File: config.mk
export PLATFORM = sky130hd
export DESIGN_NAME = mem_port_sequencer
export DESIGN_NICKNAME = d
export VERILOG_FILES = /design/src/rtl/mem_port_sequencer.sv
export SDC_FILE = /design/constraint.sdc
export NUM_CORES = 1
export LEC_CHECK = 0
export BUFFER_PORTS_ARGS = -buffer_cell sky130_fd_sc_hd__buf_2
export CAP_MARGIN = 5
export CORE_UTILIZATION = 49
export DETAILED_ROUTE_END_ITERATION = 8
export PLACE_DENSITY_LB_ADDON = 0.25
export SLEW_MARGIN = 25
export SYNTH_ARGS = -nofsm -noshare
export SYNTH_HDL_FRONTEND = slang
export SYNTH_SLANG_ARGS = --single-unit
File: constraint.sdc
create_clock -name clk -period 3.6 [get_ports clk]
set_input_delay 0.18 -clock clk [delete_from_list [all_inputs] [get_ports clk]]
set_output_delay 0.18 -clock clk [all_outputs]
set_load 0.005 [all_outputs]
File: src/rtl/mem_port_sequencer.sv
// Arbitrates and sequences the single MOV/MOC RAM port between instruction fetch and data access.
// Define MEM_PORT_RR_ARB_EN for round-robin arbitration; otherwise data has fixed priority.
module mem_port_sequencer #(
  parameter int unsigned ADDR_W  = 32,
  parameter int unsigned DATA_W  = 32,
  parameter int unsigned TIMEOUT = 16
) (
  input  logic              clk,
  input  logic              clr,
  input  logic              f_req,
  input  logic [ADDR_W-1:0] f_addr,
  input  logic              d_req,
  input  logic [ADDR_W-1:0] d_addr,
  input  logic [DATA_W-1:0] d_wdata,
  input  logic              d_rw,
  input  logic [1:0]        d_dtype,
  input  logic              d_sign,
  output logic              f_done,
  output logic              d_done,
  output logic [DATA_W-1:0] rdata,
  output logic              err,
  output logic              busy,
  output logic              mem_mov,
  output logic              mem_rw,
  output logic [ADDR_W-1:0] mem_addr,
  output logic [DATA_W-1:0] mem_wdata,
  output logic [1:0]        mem_dtype,
  output logic              mem_sign,
  input  logic              mem_moc,
  input  logic [DATA_W-1:0] mem_rdata
);

  typedef enum logic [1:0] {StIdle, StAccess, StDone} state_e;

  localparam logic [7:0] CntMax    = 8'(TIMEOUT - 1);
  localparam logic [1:0] DtypeWord = 2'b10;

  state_e              state_q, state_d;
  logic [7:0]          cnt_q, cnt_d;
  logic                win_q, win_d;  // 1: data owns the current access
  logic                mem_mov_q, mem_mov_d;
  logic                mem_rw_q, mem_rw_d;
  logic [ADDR_W-1:0]   mem_addr_q, mem_addr_d;
  logic [DATA_W-1:0]   mem_wdata_q, mem_wdata_d;
  logic [1:0]          mem_dtype_q, mem_dtype_d;
  logic                mem_sign_q, mem_sign_d;
  logic [DATA_W-1:0]   rdata_q, rdata_d;
  logic                err_q, err_d;
  logic                f_done_q, f_done_d;
  logic                d_done_q, d_done_d;
  logic                busy_q, busy_d;
  logic                grant_data;
  logic                finish;

`ifdef MEM_PORT_RR_ARB_EN
  logic                last_q, last_d;  // 1: data won the previous access

  // On a tie the requester that did not win last time gets the port.
  always_comb begin
    grant_data = d_req & (~f_req | ~last_q);
  end
`else
  always_comb begin
    grant_data = d_req;
  end
`endif

  always_comb begin
    state_d     = state_q;
    cnt_d       = cnt_q;
    win_d       = win_q;
    mem_mov_d   = mem_mov_q;
    mem_rw_d    = mem_rw_q;
    mem_addr_d  = mem_addr_q;
    mem_wdata_d = mem_wdata_q;
    mem_dtype_d = mem_dtype_q;
    mem_sign_d  = mem_sign_q;
    rdata_d     = rdata_q;
    err_d       = err_q;
    busy_d      = busy_q;
    f_done_d    = 1'b0;
    d_done_d    = 1'b0;
    finish      = 1'b0;
`ifdef MEM_PORT_RR_ARB_EN
    last_d      = last_q;
`endif

    unique case (state_q)
      StIdle: begin
        if (f_req | d_req) begin
          win_d = grant_data;
          if (grant_data) begin
            mem_addr_d  = d_addr;
            mem_wdata_d = d_wdata;
            mem_rw_d    = d_rw;
            mem_dtype_d = d_dtype;
            mem_sign_d  = d_sign;
          end else begin
            mem_addr_d  = f_addr;
            mem_wdata_d = '0;
            mem_rw_d    = 1'b1;
            mem_dtype_d = DtypeWord;
            mem_sign_d  = 1'b0;
          end
          cnt_d     = '0;
          mem_mov_d = 1'b1;
          busy_d    = 1'b1;
          state_d   = StAccess;
        end
      end

      StAccess: begin
        // MOC on the last permitted cycle still counts as a normal completion.
        if (mem_moc) begin
          if (mem_rw_q) begin
            rdata_d = mem_rdata;
          end
          err_d  = 1'b0;
          finish = 1'b1;
        end else if (cnt_q == CntMax) begin
          err_d  = 1'b1;
          finish = 1'b1;
        end else begin
          cnt_d = cnt_q + 8'd1;
        end

        if (finish) begin
          mem_mov_d = 1'b0;
          f_done_d  = ~win_q;
          d_done_d  = win_q;
          state_d   = StDone;
        end
      end

      StDone: begin
        busy_d  = 1'b0;
        state_d = StIdle;
`ifdef MEM_PORT_RR_ARB_EN
        last_d  = win_q;
`endif
      end

      default: begin
        state_d = StIdle;
      end
    endcase
  end

  always_ff @(posedge clk or negedge clr) begin
    if (!clr) begin
      state_q     <= StIdle;
      cnt_q       <= '0;
      win_q       <= 1'b0;
      mem_mov_q   <= 1'b0;
      mem_rw_q    <= 1'b0;
      mem_addr_q  <= '0;
      mem_wdata_q <= '0;
      mem_dtype_q <= '0;
      mem_sign_q  <= 1'b0;
      rdata_q     <= '0;
      err_q       <= 1'b0;
      f_done_q    <= 1'b0;
      d_done_q    <= 1'b0;
      busy_q      <= 1'b0;
`ifdef MEM_PORT_RR_ARB_EN
      last_q      <= 1'b0;
`endif
    end else begin
      state_q     <= state_d;
      cnt_q       <= cnt_d;
      win_q       <= win_d;
      mem_mov_q   <= mem_mov_d;
      mem_rw_q    <= mem_rw_d;
      mem_addr_q  <= mem_addr_d;
      mem_wdata_q <= mem_wdata_d;
      mem_dtype_q <= mem_dtype_d;
      mem_sign_q  <= mem_sign_d;
      rdata_q     <= rdata_d;
      err_q       <= err_d;
      f_done_q    <= f_done_d;
      d_done_q    <= d_done_d;
      busy_q      <= busy_d;
`ifdef MEM_PORT_RR_ARB_EN
      last_q      <= last_d;
`endif
    end
  end

  assign f_done    = f_done_q;
  assign d_done    = d_done_q;
  assign rdata     = rdata_q;
  assign err       = err_q;
  assign busy      = busy_q;
  assign mem_mov   = mem_mov_q;
  assign mem_rw    = mem_rw_q;
  assign mem_addr  = mem_addr_q;
  assign mem_wdata = mem_wdata_q;
  assign mem_dtype = mem_dtype_q;
  assign mem_sign  = mem_sign_q;

  a_done_onehot: assert property (@(posedge clk) disable iff (!clr) !(f_done_q && d_done_q));
  a_mov_busy:    assert property (@(posedge clk) disable iff (!clr) !mem_mov_q || busy_q);

endmodule
==> results.txt, run 1 <==
The min-delay analysis places its worst path in the category in -> reg. The max-capacitance violation count came out at 0. The worst path meets setup with 1.65 ns of slack.

The portion of netlist area occupied by mux cells is 14.5%. The first global-routing pass estimated 24,600 µm of wire. The category of the worst setup path capture point is a register. The remaining routing DRC violations is 0.

The root buffer cell chosen for the clock tree is sky130_fd_sc_hd__clkbuf_8. The warning count from the yosys run is 0. Synthesis handed over a netlist of 369 instances. The cell-internal power is 3820 µW. The number of global-route vias before repair is 5,026.

Entering global routing, the biggest net connects 64 pins. The worst supply voltage drop on vdd is 0.388 mV. Adding up every negative setup slack in the final design gives 0 ns.

The top-area cell type share of the netlist area came out at 62.0%. The clock slew seen by the registers of the worst setup and hold paths is 0.06 ns. The weighted congestion at the end of routability-driven global placement came out at 0.826. The count of inserted antenna diode cells came out at 0. The number of clock sinks came out at 116. The standby leakage power came out at 0.00396 µW. The final critical path time including I/O delays and setup is 1.95 ns.

The startpoint of the worst-slack reg-to-reg timing path is state_q[0]$_DFFE_PN0P_. The endpoint identified for the worst register-to-register timing path is rdata[2]$_DFFE_PN0P_. The mean number of vias per cell is 5.25. The mean routed wirelength per cell is 17.9 µm. The run finished with clean final reports. The hold violation count in the final report is 0. The first TritonRoute pass finished after 5 iterations.

The register-to-register setup slack is ~1.7 ns. The largest fanout of any net on the critical path is 32. The number of cells on the worst reg-to-reg path is 4. The arrival time at the worst endpoint is 2.34 ns. The adder-cell share of the synthesized area is 0.267%. Registers are responsible for ~39% of the overall power. For met3 alone, demand over resource in global routing was 7.87%. The worst endpoint required time came out at roughly 4 ns. The total power after layout came out at 5850 µW. The number of buffers on the longest clock path came out at 2. The finished layout holds roughly 900 standard cells, fillers aside. The placement row count came out at 35. The met1 track utilization from global routing is a little over a third. Across the routed clock network, the largest skew measured is 0.00598 ns. The synthesis-to-finish area growth is 66.7%.

From bottom edge to top edge, the die measures 99.7 µm. The critical path goes through nor2b_1 > nand3_1 > buf_4 > mux2_2. In this run, placement finished with an instance count of 720. The synthesized design spends more area on one cell type than any other, namely sky130_fd_sc_hd__dfrtp_1. The slew of the pin with the lowest slew margin came out at between 0.7 and 0.8 ns. The worst setup path is of the reg -> reg kind. The die covers 0.00995 mm².

After Yosys synthesis, and, or, nand and nor cells account for ~7.0% of the synthesized area. The count of buffers added on input and output ports is 241. Net switching is 34.7% of the power. In the finished design, the share of the clock period the worst path needs comes to 54.1%. The worst hold path was traced through 3 stages. The overall global routing resource usage came out at 32.6%. The number of antenna-violating nets in the routed design came out at 0. The largest delay contributor family on the critical path is simple AND/OR/NAND/NOR gates.

The total setup violations reported at the end of the flow came out at 0. The boundary pin count came out at 242. The worst-path cell with the longest stage delay is sky130_fd_sc_hd__nor2b_1. The floorplan step defined a core boundary enclosing ~0.0092 mm².

A synthesized cell averages 12.7 µm². Before CTS, the worst setup slack after placement is 1.54 ns. The headroom to the max-slew limit came out at 50.8%. The ratio of total power to cell area came out at 750 mW/mm². The area occupied by registers came out at 0.00290 mm². After synthesis, the cell types taking the most area are sky130_fd_sc_hd__dfrtp_1 (62%), sky130_fd_sc_hd__mux2_2 (7.7%), sky130_fd_sc_hd__mux2i_1 (6.8%). Measured along the x axis, the die boundary spans around 100 µm.

The number of antenna violations at the first check in global routing came out at 0. The placed wire-length estimate after detailed placement came out at 8480 µm. The global-route congestion overflow total came out at 0.

The clock network is responsible for 26.2% of the overall power. met2 is the most crowded layer. The achievable frequency is 0.514 GHz.

The number of storage elements in the synthesis netlist is 116. The cell area after synthesis came out at 0.00468 mm². The top cell types in the final layout, fill and taps aside, are sky130_fd_sc_hd__buf_2 (239), sky130_fd_sc_hd__dlygate4sd3_1 (126), sky130_fd_sc_hd__dfrtp_1 (116). The number of fill cells in the layout came out at 469.

After the first detailed-routing iteration, the DRC count stood at approximately 190. The stage delay of the slowest cell on the critical path came out at 0.63 ns. The number of CTS-inserted buffers is 17. The combinational share of power came out at 34.8%. In this run the most critical hold path is launched from f_addr[27]. The commonest non-fill, non-tap cell in the layout is sky130_fd_sc_hd__buf_2.

Cells with a size suffix above 1 make up 41.7% of the layout. The via count came out at 4,610. The power spent charging and discharging nets came out at ~2000 µW. The buffer count from post-CTS setup fixing is 0. The number of distinct library cells after synthesis is 32. The path with the worst hold slack has its endpoint at mem_addr[27]$_DFFE_PN0P_. Setup repair after global routing left no endpoint under its margin. The final net count is 874.

TritonCTS built the clock tree. By area, the combinational part of the netlist is dominated by multiplexers. The element type at the critical path start is a register. The xor/xnor cell area share of the yosys netlist is 0%. The effective utilization at floorplan is 50.6%.

The share of synthesized area occupied by flip-flops and latches is slightly above 60%. The met2 capacity usage during global routing came out at 58.6%. The post-synth net total is slightly above 500.

The routed design has between 15,000 and 20,000 µm of wire. In this run the number of H-tree levels came out at 4. The area of the multi-input gates is 0.00167 mm². The compound-gate portion of the synthesized area came out at 13.6%. The max-slew violation total from the final report came out at 0.

The clock latency on the worst-skew pair came out at slightly above 0.5 ns. Together, buffers and inverters on the worst path number 1.
through the flow:
step	cell area [µm²]	utilization [%]	hold slack (ns)
global placement	5990	64.8	0.259
global route	7800	84.4	0.00886
detailed placement	5990	64.8	0.262
finish	7800	84.4	0.0225
CTS	7800	84.4	0.00567
floorplan	4680	-	-0.116
worst max path at each step:
stage	start	end	cells after the start
5_1_grt	state_q[0]$_DFFE_PN0P_	rdata[2]$_DFFE_PN0P_	4
3_3_place_gp	d_req	cnt_q[7]$_DFFE_PN0P_	5
3_5_place_dp	d_req	cnt_q[3]$_DFFE_PN0P_	5
2_1_floorplan	cnt_q[0]$_DFFE_PN0P_	cnt_q[7]$_DFFE_PN0P_	6
4_1_cts	state_q[0]$_DFFE_PN0P_	rdata[24]$_DFFE_PN0P_	4
6_report	state_q[0]$_DFFE_PN0P_	rdata[2]$_DFFE_PN0P_	4
cell type report:
| type | count | share of cell area, % |
|---|---|---|
| tap | 129 | 2.07 |
| timing repair buffer | 372 | 32.3 |
| sequential | 116 | 37.2 |
| multi-input combinational | 228 | 21.3 |
| inverter | 1 | 0.0481 |
| clock buffer | 18 | 5.49 |
| clock inverter | 14 | 1.51 |
synth_stat cells, drive strengths merged:
cell type and number:
and2 4, mux2 32, or3b 1, o21a 3
clkbuf 9, a211o 1, o31ai 6, inv 1
a21oi 2, or2 1, and3 1, nand2 42
dfrtp 116, nor4b 2, buf 15, nor2 9
nand3 6, nor2b 2, a22oi 1, or3 1
ha 1, nand2b 1, o41ai 1, and4b 1
o21ai 39, mux2i 32, a22o 34, or2b 1
o22a 2, a32o 2
kinds of logic after synthesis:
family,after synthesis
AOI/OAI and AO/OA,91
adders and majority gates,1
buffers and inverters,25
DFF,116
muxes,64
and+or+nand+nor,72
tightest hold or removal path, cell delays in order:
cell and delay, ns:
sky130_fd_sc_hd__buf_2 0.08, sky130_fd_sc_hd__mux2i_1 0.09, sky130_fd_sc_hd__o21ai_0 0.14
registers in the layout (all words and copies together) (netlist names):
register	cells
win_q	1
err	1
mem_mov	1
cnt_q	8
mem_addr	32
d_done	1
f_done	1
mem_wdata	32
state_q	2
busy	1
mem_rw	1
mem_dtype	2
mem_sign	1
rdata	32
metal layers:
metal / wire length (µm) / up-vias
li1: - / 2062
met1: 5780 / 2237
met2: 8250 / 253
met3: 1050 / 58
met4: 656 / 0
met5: 0 / -
power by group through the flow:
stage | logic (µW) | registers [µW] | clock network, µW
6_report | 2030 | 2280 | 1530
4_1_cts | 1950 | 2230 | 1540
3_5_place_dp | 1840 | 2240 | 0
2_1_floorplan | 907 | 2270 | 0
3_3_place_gp | 1770 | 2220 | 0
5_1_grt | 2210 | 2340 | 1610
timing repair:
action                                  4_1_cts  5_1_grt
endpoints found under the setup margin        0        0
hold buffers                                126        0
hold endpoints to repair                    152        0
gates resized for setup                       0        0
(Power assumes the default switching activity.)
==> inputs of run 2 (changes only) <==
- ABC_AREA: default -> 1
- CORE_UTILIZATION: 49 -> 41
- clock period: 3.6 -> 1.6 ns (I/O delays scaled with it)
==> results.txt, run 2 <==
For this run, the detailed router's first-pass iteration total came to 4. Counting instances in the post-synthesis netlist gives the leading cell types as sky130_fd_sc_hd__nand2_1 (166), sky130_fd_sc_hd__dfrtp_1 (116), sky130_fd_sc_hd__nor2_1 (46). The most common cell in the synthesized netlist is sky130_fd_sc_hd__nand2_1. The weighted congestion at the end of routability-driven global placement came out at approximately 0.83. The worst register-to-register path begins at state_q[0]$_DFFE_PN0P_.

The flow ran to the end, and the final reports show no timing, DRC or antenna violations. The number of buffers on the longest clock path is 2. The proportion of layout cells with a drive suffix above 1 came out at 32.5%. Buffers inserted during clock tree synthesis total 17. The H-tree level count is 4. The via count came out at 5,068. The top-area cell type share of the netlist area came out at 61.3%. The floorplan die height is 109 µm. The worst setup path is captured at a register. Between clock sinks in the finished design, the worst skew comes to 0.00609 ns. The mean routed wirelength per cell came out at ~15 µm.

The routed design has about 16,000 µm of wire. The number of storage elements in the synthesis netlist came out at 116. The die width came out at around 110 µm. The top cell types in the final layout, fill and taps aside, are sky130_fd_sc_hd__buf_2 (240), sky130_fd_sc_hd__nand2_1 (166), sky130_fd_sc_hd__dlygate4sd3_1 (133). The setup check on the worst reg-to-reg path leaves a slack of 0.14 ns. The effective utilization at floorplan came out at roughly 43%. In this run the worst hold path is classified as in -> reg. The number of global-route vias before repair was 5,205. The synthesized netlist occupies a cell area of 0.00474 mm². Along the worst hold path, the cell count comes to 3. The final sum of negative setup slack is 0 ns. The floorplan step defined a die boundary enclosing 0.0120 mm². The average instance area after synthesis is approximately 9.5 µm². The worst setup path is of the reg -> reg kind.

The cell count after synthesis is 500. The worst endpoint required time is 1.92 ns. The overall global routing resource usage came out at 26.8%.

The mean number of vias per cell came out at 4.93. The worst pin sits at a relative slew slack of 59.2%. The clock slew seen by the registers of the worst setup and hold paths came out at 0.05 ns. Yosys printed 0 warnings.

TritonCTS built the clock tree. On the critical path, the stage with the largest delay is an instance of sky130_fd_sc_hd__dfrtp_1. The final net count came out at around 1,000.

The count of inserted antenna diode cells came out at 0. The prevailing post-synth register cell is sky130_fd_sc_hd__dfrtp_1. The floorplan has 38 rows. Across the run, the number of max-cap violations was 0. The number of gates resized after CTS was 0. Of all flip-flops after synthesis, the portion carrying an async set or reset was 100%. Together, buffers and inverters on the worst path number 1. In this run the worst setup path terminates at mem_addr[28]$_DFFE_PN0P_. After synthesis, the cell types taking the most area are sky130_fd_sc_hd__dfrtp_1 (61%), sky130_fd_sc_hd__nand2_1 (13%), sky130_fd_sc_hd__a22o_1 (6.3%). In this run the critical register-to-register path is captured at mem_addr[28]$_DFFE_PN0P_.

The slew of the pin with the lowest slew margin is 0.612 ns. The largest delay contributor family on the critical path is simple AND/OR/NAND/NOR gates. The maximum number of pins on one net before global-route repair came out at 65. The wire-length estimate of the detail-placed layout is 9170 µm. The region available for standard cell placement spans 0.0110 mm². The largest total area in the synthesized netlist belongs to sky130_fd_sc_hd__dfrtp_1.

The cell sitting at the root of the clock tree is a sky130_fd_sc_hd__clkbuf_16. The number of fill cells in the layout came out at 718. The netlist uses 23 different library cells. Traced cell by cell, the critical path runs through nor2_2 > nor2b_4 > buf_12 > nor2_1 > a31oi_1. The number of antenna violations at the first check in global routing came out at 0. The remaining routing DRC violations came out at 0. The number of enable flip-flop cells after synthesis is 0. The smallest hold slack is 0.0437 ns.

When the netlist entered floorplanning its net count stood at 638. The number of cells on the worst reg-to-reg path is 5. Setup violations remaining at the end of the flow were counted as 0. 242 I/O pins were placed.

The worst supply voltage drop on vdd is roughly 0.86 mV. For this design the static power due to leakage is 0.00426 µW. The commonest non-fill, non-tap cell in the layout is sky130_fd_sc_hd__buf_2. After global routing the overflow that remains totals 0. After synthesis, flip-flops and latches occupy 61.3% of the total area. Tracing the worst setup path back leads to its startpoint at state_q[0]$_DFFE_PN0P_. The critical path runs through a total of 5 cells.

The violation count after the first detailed-route iteration came out at approximately 360. The largest fanout of any net on the critical path came out at 64. In this design, the stage delay of the slowest critical-path cell is 0.42 ns. The worst path uses 91.1% of the clock period. The max-slew violation total from the final report came out at 0. The hold violation count in the final report came out at 0.

The ratio of total power to cell area came out at 1690 mW/mm². The arrival time at the worst endpoint is approximately 1.8 ns. For this design, the CTS-stage hold fixing added 133 buffers. The final critical path time including I/O delays and setup is about 1.5 ns.

The number of clock sinks is 116. Setup repair after global routing left no endpoint under its margin. STA classifies the critical path startpoint as a register. The area growth from synthesis to layout is 71.9%. The first global-routing pass estimated 24,300 µm of wire. The number of antenna-violating nets in the routed design is 0.

The buffer count from post-CTS setup fixing came out at 0. Static timing analysis puts the maximum clock frequency at roughly 0.69 GHz. The clock latency on the worst-skew pair came out at 0.40 ns. The quantity of I/O buffers inserted on ports came out at 241.
==> run 2: changes by cell type in the layout (fill, tap and decap cells not counted), moves of 7 or more <==
cell and delta:
sky130_fd_sc_hd__nand2_1 +124, sky130_fd_sc_hd__nand3_1 +37, sky130_fd_sc_hd__nor2_1 +37, sky130_fd_sc_hd__o21ai_0 -34
sky130_fd_sc_hd__a31oi_1 +32, sky130_fd_sc_hd__mux2_2 -32, sky130_fd_sc_hd__mux2i_1 -32, sky130_fd_sc_hd__inv_1 +14
sky130_fd_sc_hd__dlygate4sd3_1 +7
==> run 2: stage by stage <==
stage | power, µW | instance area, µm² | setup slack [ns] | instances | util, %
global placement | 9000 | 6140 | 0.202 | 862 | 55.6
floorplan | 7100 | 4740 | 0.353 | 500 | -
CTS | 13700 | 8140 | 0.158 | 1027 | 73.8
finish | 13800 | 8140 | 0.142 | 1027 | 73.8
global route | 14600 | 8140 | 0.0142 | 1027 | 73.8
detailed placement | 9130 | 6140 | 0.155 | 862 | 55.6
==> run 2: cell type report <==
cell class	instances	area [µm²]	share of cell area (%)
Clock buffer	23	478	5.87
Sequential cell	116	2900	35.6
Inverter	16	60.1	0.738
Multi-Input combinational cell	337	1620	19.9
Tap cell	140	175	2.15
Timing Repair Buffer	386	2710	33.2
Clock inverter	9	198	2.43
==> run 2: cell families after synthesis <==
family	after synthesis	share of synthesized area [%]
AO/OA/AOI/OAI	75	11.8
adder cells (fa/ha/maj)	1	0.264
AND/OR/NAND/NOR	261	22.1
buffers and inverters	47	4.57
flip-flops	116	61.3
==> run 2: metal layers <==
metal / wire (µm) / up-vias / track usage, % / share of wire, %
met3: 1070 / 44 / 8.83 / 6.9
met5: 0 / - / 0 / 0
met4: 491 / 0 / 12.3 / 3.2
met2: 7840 / 251 / 45.8 / 51
li1: - / 2417 / - / -
met1: 6120 / 2356 / 30.3 / 39
==> run 2: how the worst min path moves through the flow <==
stage / from / slack [ns] / end
finish: mem_moc / 0.04 / f_done$_DFF_PN0_
global route: d_req / 0.06 / mem_addr[30]$_DFFE_PN0P_
detailed placement: clr / 0.05 / d_done$_DFF_PN0_
CTS: mem_moc / 0.03 / f_done$_DFF_PN0_
floorplan: clr / -0.22 / busy$_DFFE_PN0P_
global placement: clr / 0.05 / d_done$_DFF_PN0_
==> run 2: tightest hold or removal path: cells and delay by family <==
family | cells | cell delay [ns]
and+or+nand+nor | 1 | 0.11
buffers and inverters | 1 | 0.09
AOI/OAI and AO/OA | 1 | 0.12
==> run 2: report_power, final <==
group / switching, µW / total, µW / internal [µW]
registers: 719 / 4920 / 4200
clock network: 1270 / 4310 / 3040
logic: 2350 / 4540 / 2190
total: 4340 / 13800 / 9430
==> inputs of run 3 (changes only) <==
- CORE_MARGIN: default -> 2
==> results.txt, run 3 (same netlist as run 2, synthesis figures left out) <==
The worst setup path is of the reg -> reg kind. In this run the horizontal extent of the chip is 111 µm. The max-slew violation total from the final report came out at 0. In the final timing run, aggregate negative setup slack is 0 ns.

The count of hold buffers inserted by post-cts repair came out at 133. The startpoint of the worst-slack reg-to-reg timing path is state_q[0]$_DFFE_PN0P_. The worst supply voltage drop on vdd came out at 0.961 mV. The power share of the sequential group is 35.6%.

The routed design could run at a clock period as short as 1.46 ns. During placement, the flow inserted port buffers numbering 241. The worst endpoint required time came out at 1.90 ns. TritonCTS built the clock tree. The largest fanout of any net on the critical path came out at between 60 and 70. The start point of the critical path is state_q[0]$_DFFE_PN0P_. The area occupied by registers came out at between 0.002 and 0.003 mm². The total setup violations reported at the end of the flow came out at 0. The number of fill cells in the layout is about 750.

The switching part of the total is 31.2%. The maximum clock skew at final layout came out at 0.00554 ns. The power spent charging and discharging nets came out at approximately 4300 µW. The final net count is 1,010. For this design the ratio of total power to cell area is ~1700 mW/mm². The number of antenna violations at the first check in global routing came out at 0. Row generation in the floorplan step produced 39 rows. The arrival time at the worst endpoint came out at 1.76 ns. The tree is rooted in a sky130_fd_sc_hd__clkbuf_16. The combinational share of power is about a third. The area of the multi-input gates came out at 0.00162 mm². Summed over all layers, the routed wires come to 15,100 µm. The hold violation count in the final report came to 0. STA classifies the critical path endpoint as a register.

The proportion of layout cells with a drive suffix above 1 is 32.4%. The mean number of vias per cell came out at 4.93. The number of buffers on the longest clock path is 2. The internal power of the cells totals 9470 µW.

Max-cap violations in this run came to 0. The clock share of power came out at a little under a third. The clock latency on the worst-skew pair came out at approximately 0.40 ns. The worst path uses 91.5% of the clock period. The remaining routing DRC violations is 0. After the flow finishes, the layout carries non-filler instances totaling 1,028.

The total overflow left after global routing is 0. Clock tree synthesis inserted a total of 17 buffers. The type of the worst min-delay path is in -> reg. Detailed routing inserted a total of 5,066 vias. Relative to the synthesized area, the layout overhead comes to 71.6%. In this run the post-CTS setup repair buffer count came out at 0.

The headroom to the max-slew limit came out at 71.7%. The clock slew seen by the registers of the worst setup and hold paths is 0.05 ns. Timing would allow up to 0.683 GHz. In this run the most critical hold path is launched from mem_moc. The count of inserted antenna diode cells is 0. The total iterations of the first detailed-routing run is 5. The stage delay of the slowest cell on the critical path is 0.41 ns.

The critical path goes through nor2_2 > nor2b_4 > buf_12 > nor2_1 > a31oi_1. The maximum number of pins on one net before global-route repair is 69. The worst-path cell with the longest stage delay is sky130_fd_sc_hd__dfrtp_1. The number of gates resized after CTS was 0.

The number of cells after detailed placement came out at between 800 and 900. The number of clock sinks is 116. The number of global-route vias before repair is 5,217. The total area inside the core boundary comes to 0.0113 mm². The placed wire-length estimate after detailed placement is 9050 µm. The library cell used most frequently in the layout, excluding fill and tap cells, is sky130_fd_sc_hd__buf_2. The violation count after the first detailed-route iteration came out at between 200 and 300.

In this run the remaining antenna-violating nets after routing total 0. The first global-routing pass estimated 25,000 µm of wire. For this configuration, the core starts out at a cell density of 41.8%. Global routing consumed, over all layers together, 24.9% of the routing resources. The placed cell area is approximately 0.0061 mm². The boundary pin count came out at 242. CTS built an H-tree with a depth of 4.

The floorplan die height is 111 µm. The final design instance area without fill came out at 0.00813 mm². The mean routed wirelength per cell came out at approximately 15 µm. The element type at the critical path start is a register. Setup repair after global routing left no endpoint under its margin. The die area came out at 0.0124 mm².

At the pin with the least slew margin, the transition time is 0.425 ns. Leaving out fill and tap cells, the most frequent cells in the layout are sky130_fd_sc_hd__buf_2 (240), sky130_fd_sc_hd__nand2_1 (166), sky130_fd_sc_hd__dlygate4sd3_1 (133). The standby leakage power came out at 0.00425 µW.

The run finished with clean final reports. The weighted congestion at the end of routability-driven global placement is between 0.8 and 0.9.
==> run 3: changes by cell type in the layout (fill, tap and decap cells not counted), sizes merged <==
cell and change:
buf -2, clkinv -1, clkbuf +1
==> run 3: worst max-delay path: cells and delay by family, from the launching register on <==
| family | cells | cell delay, ns |
|---|---|---|
| AND/OR/NAND/NOR | 3 | 0.44 |
| flip-flops | 1 | 0.41 |
| AO/OA/AOI/OAI | 1 | 0.22 |
| buffers and inverters | 1 | 0.26 |
==> run 3: final timing paths <==
check / endpoint / slack, ns / cells past startpoint
hold / removal: f_done$_DFF_PN0_ / 0.08 / 3
setup / recovery: mem_addr[15]$_DFFE_PN0P_ / 0.14 / 5
max in group asynchronous: mem_addr[27]$_DFFE_PN0P_ / 0.85 / 3
hold reg to reg: f_done$_DFF_PN0_ / 0.44 / 1
setup reg to reg: mem_addr[15]$_DFFE_PN0P_ / 0.14 / 5
min in group asynchronous: rdata[6]$_DFFE_PN0P_ / 0.17 / 2
==> run 3: power by group through the flow <==
stage                     registers (µW)  clock network [µW]  logic [µW]
final                               4900                4390        4470
after global routing                5060                4600        4970
after CTS                           4890                4480        4450
after detailed placement            4890                   0        4190
after global placement              4850                   0        4080
after floorplan                     4980                   0        2120
==> run 3: final cells by class <==
cell class              count  share of cell area (%)
well taps                 143                    2.20
multi-input cells         337                    20.0
clock buffers              24                    6.17
inverters                  16                   0.739
clock inverters             8                    2.37
flip-flops and latches    116                    35.7
repair buffers            384                    32.8
==> run 3: metal layers <==
metal  routed length, µm  vias up  GRT usage [%]
li1                    -     2412              -
met1                6020     2387           29.6
met2                7550      224           42.4
met3                1020       43           6.80
met4                 485        0           11.3
met5                   0        -              0
==> run 3: stage by stage <==
| stage | setup WS, ns | utilization [%] | power [µW] | hold slack [ns] |
|---|---|---|---|---|
| 2_1_floorplan | 0.353 | - | 7100 | -0.216 |
| 3_3_place_gp | 0.231 | 53.9 | 8930 | 0.0347 |
| 3_5_place_dp | 0.190 | 53.9 | 9080 | 0.0399 |
| 4_1_cts | 0.179 | 71.8 | 13800 | 0.0596 |
| 5_1_grt | 0.0350 | 71.8 | 14600 | 0.0830 |
| 6_report | 0.136 | 71.8 | 13800 | 0.0773 |
